[config.mk]
export PLATFORM = sky130hd
export DESIGN_NAME = amx_nibble_loader_flat
export DESIGN_NICKNAME = d
export VERILOG_FILES = /design/src/rtl/amx_nibble_loader_if.sv /design/src/rtl/amx_nibble_loader.sv /design/src/flat_wrapper.sv
export SDC_FILE = /design/constraint.sdc
export NUM_CORES = 1
export LEC_CHECK = 0
export BUFFER_PORTS_ARGS = -buffer_cell sky130_fd_sc_hd__buf_2
export CAP_MARGIN = 5
export CORE_MARGIN = 10
export CORE_UTILIZATION = 25
export DETAILED_ROUTE_END_ITERATION = 12
export HOLD_SLACK_MARGIN = 0.08
export SETUP_SLACK_MARGIN = 0.3
export SLEW_MARGIN = 20
export SYNTH_ARGS = -nofsm -noshare
export SYNTH_HDL_FRONTEND = slang
export SYNTH_SLANG_ARGS = --single-unit
[constraint.sdc]
create_clock -name clk -period 1.6 [get_ports clk]
set_clock_uncertainty 0.2 [all_clocks]
set_input_delay 0.32 -clock clk [delete_from_list [all_inputs] [get_ports clk]]
set_output_delay 0.32 -clock clk [all_outputs]
set_load 0.02 [all_outputs]
[src/rtl/amx_nibble_loader_if.sv]
// Pin-side and downstream handshake signals of the amx nibble loader.
// The loader sits on the slave side; whoever drives the pins and consumes words is the master.
interface amx_nibble_loader_if;
   logic [3:0] nib_in;
   logic       strobe_in;
   logic       mode_in;
   logic [7:0] data_out;
   logic       data_valid;
   logic       data_ready;
   logic       overrun;
   logic       busy;

   modport slave (
      input  nib_in,
      input  strobe_in,
      input  mode_in,
      input  data_ready,
      output data_out,
      output data_valid,
      output overrun,
      output busy
   );

   modport master (
      output nib_in,
      output strobe_in,
      output mode_in,
      output data_ready,
      input  data_out,
      input  data_valid,
      input  overrun,
      input  busy
   );
endinterface

[src/rtl/amx_nibble_loader.sv]
// Loads nibbles from asynchronous pins on a debounced strobe and presents them,
// alone or paired into a byte, to the amx core through a valid/ready handshake.
module amx_nibble_loader #(
   parameter int DEBOUNCE_CYCLES = 4
) (
   input  logic                clk,
   input  logic                rst_n,
   amx_nibble_loader_if.slave  bus
);

   typedef enum logic [1:0] {
      IDLE      = 2'd0,
      HIGH_HELD = 2'd1,
      HOLD      = 2'd2
   } state_t;

   localparam logic [3:0] CNT_LAST = 4'(DEBOUNCE_CYCLES - 1);

   // Synchroniser stages
   logic [3:0] nib_s1;
   logic [3:0] nib_s2;
   logic       strobe_s1;
   logic       strobe_s2;
   logic       mode_s1;
   logic       mode_s2;

   // Debounce and edge detect
   logic [3:0] deb_cnt;
   logic       deb_strobe;
   logic       deb_strobe_q;
   logic       load_event;

   // Control and datapath
   state_t     state;
   state_t     state_next;
   logic       load_low;
   logic       load_high;
   logic       load_pair;
   logic       load_drop;
   logic       discard_high;
   logic [3:0] high_nib;
   logic [7:0] data_q;
   logic       overrun_q;

   // NOTE: every clocked process uses non-blocking (<=) so all flops update
   // together from pre-edge values, independent of statement order.
   always_ff @(posedge clk) begin
      if (!rst_n) begin
         nib_s1    <= 4'h0;
         nib_s2    <= 4'h0;
         strobe_s1 <= 1'b0;
         strobe_s2 <= 1'b0;
         mode_s1   <= 1'b0;
         mode_s2   <= 1'b0;
      end else begin
         nib_s1    <= bus.nib_in;
         nib_s2    <= nib_s1;
         strobe_s1 <= bus.strobe_in;
         strobe_s2 <= strobe_s1;
         mode_s1   <= bus.mode_in;
         mode_s2   <= mode_s1;
      end
   end

   // The counter runs only while the synchronised strobe disagrees with the
   // debounced one; the flip happens on the cycle the count would reach the limit.
   always_ff @(posedge clk) begin
      if (!rst_n) begin
         deb_cnt      <= 4'h0;
         deb_strobe   <= 1'b0;
         deb_strobe_q <= 1'b0;
      end else begin
         deb_strobe_q <= deb_strobe;
         if (strobe_s2 == deb_strobe) begin
            deb_cnt <= 4'h0;
         end else if (deb_cnt == CNT_LAST) begin
            deb_cnt    <= 4'h0;
            deb_strobe <= ~deb_strobe;
         end else begin
            deb_cnt <= deb_cnt + 4'h1;
         end
      end
   end

   assign load_event = deb_strobe & ~deb_strobe_q;

   // State register
   always_ff @(posedge clk) begin
      if (!rst_n) begin
         state <= IDLE;
      end else begin
         state <= state_next;
      end
   end

   // Next-state logic; a mode flip while half a byte is held wins over a load.
   always_comb begin
      // NOTE: default assignment first so no path through the case leaves
      // state_next unassigned, which would otherwise infer a latch.
      state_next = state;
      case (state)
         IDLE: begin
            if (load_event) begin
               state_next = mode_s2 ? HIGH_HELD : HOLD;
            end
         end
         HIGH_HELD: begin
            if (!mode_s2) begin
               state_next = IDLE;
            end else if (load_event) begin
               state_next = HOLD;
            end
         end
         HOLD: begin
            if (bus.data_ready) begin
               state_next = IDLE;
            end
         end
         default: begin
            state_next = IDLE;
         end
      endcase
   end

   // Output and datapath-control decode
   always_comb begin
      load_low       = 1'b0;
      load_high      = 1'b0;
      load_pair      = 1'b0;
      load_drop      = 1'b0;
      discard_high   = 1'b0;
      bus.data_valid = 1'b0;
      bus.busy       = 1'b0;
      case (state)
         IDLE: begin
            load_low  = load_event & ~mode_s2;
            load_high = load_event & mode_s2;
         end
         HIGH_HELD: begin
            bus.busy     = 1'b1;
            discard_high = ~mode_s2;
            load_pair    = load_event & mode_s2;
         end
         HOLD: begin
            bus.busy       = 1'b1;
            bus.data_valid = 1'b1;
            load_drop      = load_event;
         end
         default: begin
            bus.busy = 1'b0;
         end
      endcase
   end

   // data_q only changes on an accepted load, so it is stable while valid
   // and keeps its last word after acceptance.
   always_ff @(posedge clk) begin
      if (!rst_n) begin
         high_nib  <= 4'h0;
         data_q    <= 8'h00;
         overrun_q <= 1'b0;
      end else begin
         if (load_high) begin
            high_nib <= nib_s2;
         end else if (discard_high || load_pair) begin
            high_nib <= 4'h0;
         end

         if (load_low) begin
            data_q <= {4'h0, nib_s2};
         end else if (load_pair) begin
            data_q <= {high_nib, nib_s2};
         end

         if (load_drop) begin
            overrun_q <= 1'b1;
         end
      end
   end

   assign bus.data_out = data_q;
   assign bus.overrun  = overrun_q;

endmodule
[src/flat_wrapper.sv]
// flat-port wrapper written by rule: the top's interface ports become plain ports
module amx_nibble_loader_flat 
#(
   parameter int DEBOUNCE_CYCLES = 4
)
  (clk, rst_n, bus_nib_in, bus_strobe_in, bus_mode_in, bus_data_ready, bus_data_out, bus_data_valid, bus_overrun, bus_busy);
  amx_nibble_loader_if bus_i ();
  input  logic clk;
  input  logic rst_n;
  input wire logic [$bits(bus_i.nib_in)-1:0] bus_nib_in;
  input wire logic [$bits(bus_i.strobe_in)-1:0] bus_strobe_in;
  input wire logic [$bits(bus_i.mode_in)-1:0] bus_mode_in;
  input wire logic [$bits(bus_i.data_ready)-1:0] bus_data_ready;
  output wire logic [$bits(bus_i.data_out)-1:0] bus_data_out;
  output wire logic [$bits(bus_i.data_valid)-1:0] bus_data_valid;
  output wire logic [$bits(bus_i.overrun)-1:0] bus_overrun;
  output wire logic [$bits(bus_i.busy)-1:0] bus_busy;
  assign bus_i.nib_in = bus_nib_in;
  assign bus_i.strobe_in = bus_strobe_in;
  assign bus_i.mode_in = bus_mode_in;
  assign bus_i.data_ready = bus_data_ready;
  assign bus_data_out = bus_i.data_out;
  assign bus_data_valid = bus_i.data_valid;
  assign bus_overrun = bus_i.overrun;
  assign bus_busy = bus_i.busy;
  amx_nibble_loader #(.DEBOUNCE_CYCLES(DEBOUNCE_CYCLES)) u_core (.clk(clk), .rst_n(rst_n), .bus(bus_i));
endmodule
## Word level (Yosys, flattened, before mapping)

Cells that the tools add are included.

| cells by class | value |
|---|---|
| add/subtract/negate cells | 1 |
| multipliers | 0 |
| divide/modulo/power cells | 0 |
| $lt $le $gt $ge | 0 |
| equality and inequality tests | 7 |
| shifts and indexed selects | 0 |
| mux-type cells | 17 |
| bitwise logic cells | 8 |
| reduce and logical (&&, ||, !) cells | 9 |

Operators with widths:

| kind | number |
|---|---|
| 2-to-1 mux 4 bit | 4 |
| 2-to-1 mux 2 bit | 5 |
| 2-to-1 mux 1 bit | 7 |
| one-hot mux 2 bit (3 select lines) | 1 |
| inverter 1 bit | 5 |
| adder 4 x 1 -> 4 bit, second input constant | 1 |
| equality test 4 x 2 -> 1 bit, second input constant | 1 |
| nonzero test 2 bit | 2 |
| OR reduction 2 bit | 2 |
| AND 1 bit | 3 |
| inequality test 3 bit, second input constant | 1 |
| AND reduction 3 bit | 1 |
| OR reduction 3 bit | 1 |
| equality test 2 x 1 -> 1 bit, second input constant | 1 |
| equality test 2 bit, second input constant | 1 |
| zero test 2 bit | 1 |
| inequality test 2 x 1 -> 1 bit, second input constant | 1 |
| inequality test 2 bit, second input constant | 1 |
| AND reduction 2 bit | 1 |
| equality test 1 bit | 1 |
| logical OR 1 bit | 1 |

| word-level totals | value |
|---|---|
| register bits | 33 |
| latch bits | 0 |
| bits in writable memories | 0 |
| memory bits (read-only) | 0 |
| bits of input ports | 9 |
| logic and storage cells | 56 |
| memories kept | 0 |

## Logic depth before layout (Yosys ltp)

| logic depth | value |
|---|---|
| depth in word-level cells | 7 |
| gate-level depth with buffers | 5 |

## Worst setup path after synthesis

No wires, ideal clock.

| timing | value |
|---|---|
| path kind | flip-flop to flip-flop |
| from | register u_core.state[0] |
| to | register u_core.state[0] |
| setup time | 0.117 ns |
| arrival time | 1.272 ns |
| slack | 0.011 ns |
| stages on the path, launching flop included | 6 |
| clock period less this slack | 1.589 ns |
| cell sequence | dfxtp_1 -> inv_1 -> ha_1 -> nor2b_1 -> o21bai_4 -> a32o_1 |

| between the ends | value |
|---|---|
| longest elaborated chain between the ends | 3 |
| elaborated cells between the ends (all ways) | 8 |

Ends and longest elaborated chain:

| item | RTL line | RTL |
|---|---|---|
| start, declared | amx_nibble_loader.sv:34 | `state_t state;` |
| start signal, assigned | amx_nibble_loader.sv:92 | `state <= state_next;` |
| equality test 2 x 1 -> 1 bit (tied with other cells) | amx_nibble_loader.sv:101 | `case (state)` |
| inequality test 3 bit (no line) (tied with other cells) | -- |  |
| AND reduction 3 bit (no line) | -- |  |

Parallel ways exist; a longest one is shown, timed or not.
A chain may end at the register's enable or synchronous reset.

## Worst setup path after layout

| timing | value |
|---|---|
| from | register u_core.state[1] |
| to | output bus_busy |

| between the ends | value |
|---|---|
| longest elaborated chain between the ends | 3 |
| elaborated cells between the ends (all ways) | 4 |

Ends and longest elaborated chain:

| item | RTL line | RTL |
|---|---|---|
| equality test 2 bit or equality test 2 x 1 -> 1 bit (tied branches) | amx_nibble_loader.sv:134 | `case (state)` |
| OR reduction 2 bit (no line) * | -- |  |
| 2-to-1 mux 1 bit * | amx_nibble_loader.sv:134 |  |
| end, declared | flat_wrapper.sv:17 | `output wire logic [$bits(bus_i.busy)-1:0] bus_busy;` |

Mark *: on every way between the ends. The rest lies on a longest branch, timed or not.

==> flow_metrics.env <==
export IMPL_synth_seq_cells=33
export IMPL_wire_per_inst_um=11.9
export IMPL_final_area_um2=2010
export IMPL_yosysSeqAreaShare_pct=51.6
export IMPL_period_needed_ns=1.56
export IMPL_avgSynthCellArea_um2=10.2
export IMPL_drtAntennaViolNets=0
export IMPL_core_area_um2=4850
export IMPL_clock_latency_ns=0.28
export IMPL_num_vias=978
export IMPL_ioPinCount=20
export IMPL_drive_gt1_share_pct=57.0
export IMPL_end_kind="output pin"
export IMPL_total_power_mw=1.70
export IMPL_cts_root_buf="clkbuf_8"
export IMPL_clk_pin_slew_ns=0.06
export IMPL_cts_buffers_inserted=5
export IMPL_die_w_um=91.6
export IMPL_routed_wl_um=2750
export IMPL_clock_sinks=33
export IMPL_globalRouteTotalUtil_pct=6.97
export IMPL_synth_cell_area_um2=1280
export IMPL_dpl_hpwl_um=1850
export IMPL_drv_cap=0
export IMPL_final_util_pct=41.4
export IMPL_grt_max_degree=18
export IMPL_synth_edff_count=0
export IMPL_peakVddDrop_mv=0.510
export IMPL_drv_slew=0
export IMPL_dr_pass1_iters=3
export IMPL_fp_dieH_um=91.6
export IMPL_ys_flop_type="dfxtp_1"
export IMPL_synth_top_area_cell="dfxtp_1"
export IMPL_synthCells=125
export IMPL_grt_pass1_vias=1008
export IMPL_worst_pin_slew_ns=0.462
export IMPL_crit_fanout=3
export IMPL_setup_viol_count_final=0
export IMPL_synth_top_cell_area_share_pct=51.6
export IMPL_nNetsFinal=179
export IMPL_required_ns=1.08
export IMPL_p_leak_nw=0.772
export IMPL_grt_setup_unrepaired="true"
export IMPL_portBuffers=19
export IMPL_syn_to_final_growth_pct=56.9
export IMPL_finalHoldViolCount=0
export IMPL_antenna_found_initial=0
export IMPL_yosys_warnings=0
export IMPL_drt_iter0_markers=56
export IMPL_cp_arrival_ns=1.04
export IMPL_cts_tree="done"
export IMPL_synth_cell_types=27
export IMPL_overflow=0
export IMPL_p_per_area_nw_per_um2=845
export IMPL_place_area_um2=1520
export IMPL_ctsHtreeMaxLevel=2
export IMPL_synth_most_common_cell="dfxtp_1"
export IMPL_synth_async_reset_ratio_pct=0
export IMPL_final_setup_tns_ns=0
export IMPL_hp_class="in -> reg"
export IMPL_grt_pass1_wl_um=4730
export IMPL_die_area_um2=8380
export IMPL_instances_no_fill=232
export IMPL_status="completed"
export IMPL_cts_path_max_buffers=2
export IMPL_synthTopCellsByArea="dfxtp_1 52%, and2_1 6.4%, mux2i_1 5.5%"
export IMPL_criticalPathCategory="reg -> out"
export IMPL_diodes=0
export IMPL_route_detailed_drc=0
export IMPL_syn_num_nets=139
export IMPL_globalplace_congestion=0.730
export IMPL_critPathLaunchType="flop"
export IMPL_initial_core_util_pct=26.4
export IMPL_synth_commonest_cells="33 x dfxtp_1, 13 x and2_1, 12 x nor2_1"
export IMPL_final_period_utilization_pct=97.7
export IMPL_place_inst=208
export IMPL_slew_headroom_pct=69.2
export IMPL_max_freq_mhz=640
export IMPL_placementRows=25
export IMPL_avgViaCountPerCell=4.22
sequential cells by signal, indices dropped and copies added, names as in the netlist:
signal               cells
u_core.strobe_s2         1
u_core.deb_strobe_q      1
u_core.mode_s2           1
u_core.strobe_s1         1
u_core.state             2
u_core.mode_s1           1
u_core.bus.overrun       1
u_core.nib_s2            4
u_core.nib_s1            4
u_core.deb_cnt           4
u_core.deb_strobe        1
u_core.bus.data_out      8
u_core.high_nib          4
through the flow:
| step | hold slack (ns) | worst slack [ns] |
|---|---|---|
| 6_report | 0.211 | 0.0371 |
| 5_1_grt | 0.238 | -0.0103 |
| 4_1_cts | 0.207 | 0.0210 |
| 3_5_place_dp | 0.217 | 0.0891 |
| 3_3_place_gp | 0.217 | 0.121 |
| 2_1_floorplan | 0.212 | 0.213 |
where the power goes:
group          switching [mW]  internal (mW)  total, mW  leakage [nW]
Clock                   0.288          0.340      0.628        0.0433
Combinational          0.0960          0.117      0.213         0.453
Sequential             0.0149          0.841      0.856         0.275
cells in the final DEF, fill, tap and decap left out, drive strengths merged, types with 6 or more instances in the layout:
cell	netlist	layout
nor2	12	12
dfxtp	33	33
mux2i	7	7
buf	3	33
and2	13	13
dlygate4sd3	0	6
nand2	6	6
a21oi	10	10
clkbuf	3	6
nand3	6	6
layout make-up:
type,count,area [µm²]
inverter,5,21.3
tap,67,83.8
timing repair buffer,39,330
sequential,33,678
clock buffer,6,82.6
multi-input combinational,81,805
clock inverter,1,7.51
fill,450,2840
routing by layer:
layer,up-vias,GRT usage (%),routed length [µm]
met2,21,10.7,1260
met1,448,7.98,1260
li1,502,-,-
met3,7,3.21,184
met4,0,3.52,53
met5,-,0,0
worst paths after layout:
path / cells past startpoint / slack, ns / endpoint / start
worst max-delay path: 3 / 0.04 / bus_busy / u_core.state[1]
worst min-delay path: 4 / 0.21 / u_core.state[0] / bus_data_ready
worst max register to register: 7 / 0.09 / u_core.bus.data_out[6] / u_core.state[1]
worst min register to register: 1 / 0.22 / u_core.nib_s2[2] / u_core.nib_s1[2]
worst max-delay path, cell delays in order (launching register included):
cell and delay [ns]:
dfxtp_4 0.37, inv_4 0.05, ha_4 0.25, buf_6 0.11
what timing repair did:
item | 4_1_cts | 5_1_grt
buffers inserted | 7 | 4
pin swaps | 13 | 15
endpoints found under the hold margin | 6 | 0
hold buffers | 6 | 0
endpoints found under the setup margin | 27 | 29
resized for setup | 33 | 32
logic make-up after synthesis:
| group | after synthesis | synth area share, % |
|---|---|---|
| muxes | 8 | 6.35 |
| xor gates and xnor gates | 3 | 2.05 |
| buffers and inverters | 11 | 4.59 |
| and+or+nand+nor | 44 | 18.7 |
| adders and majority gates | 5 | 4.89 |
| DFF | 33 | 51.6 |
| AOI/OAI and AO/OA | 21 | 11.8 |
Note: power is estimated with default switching activity, not from simulation.
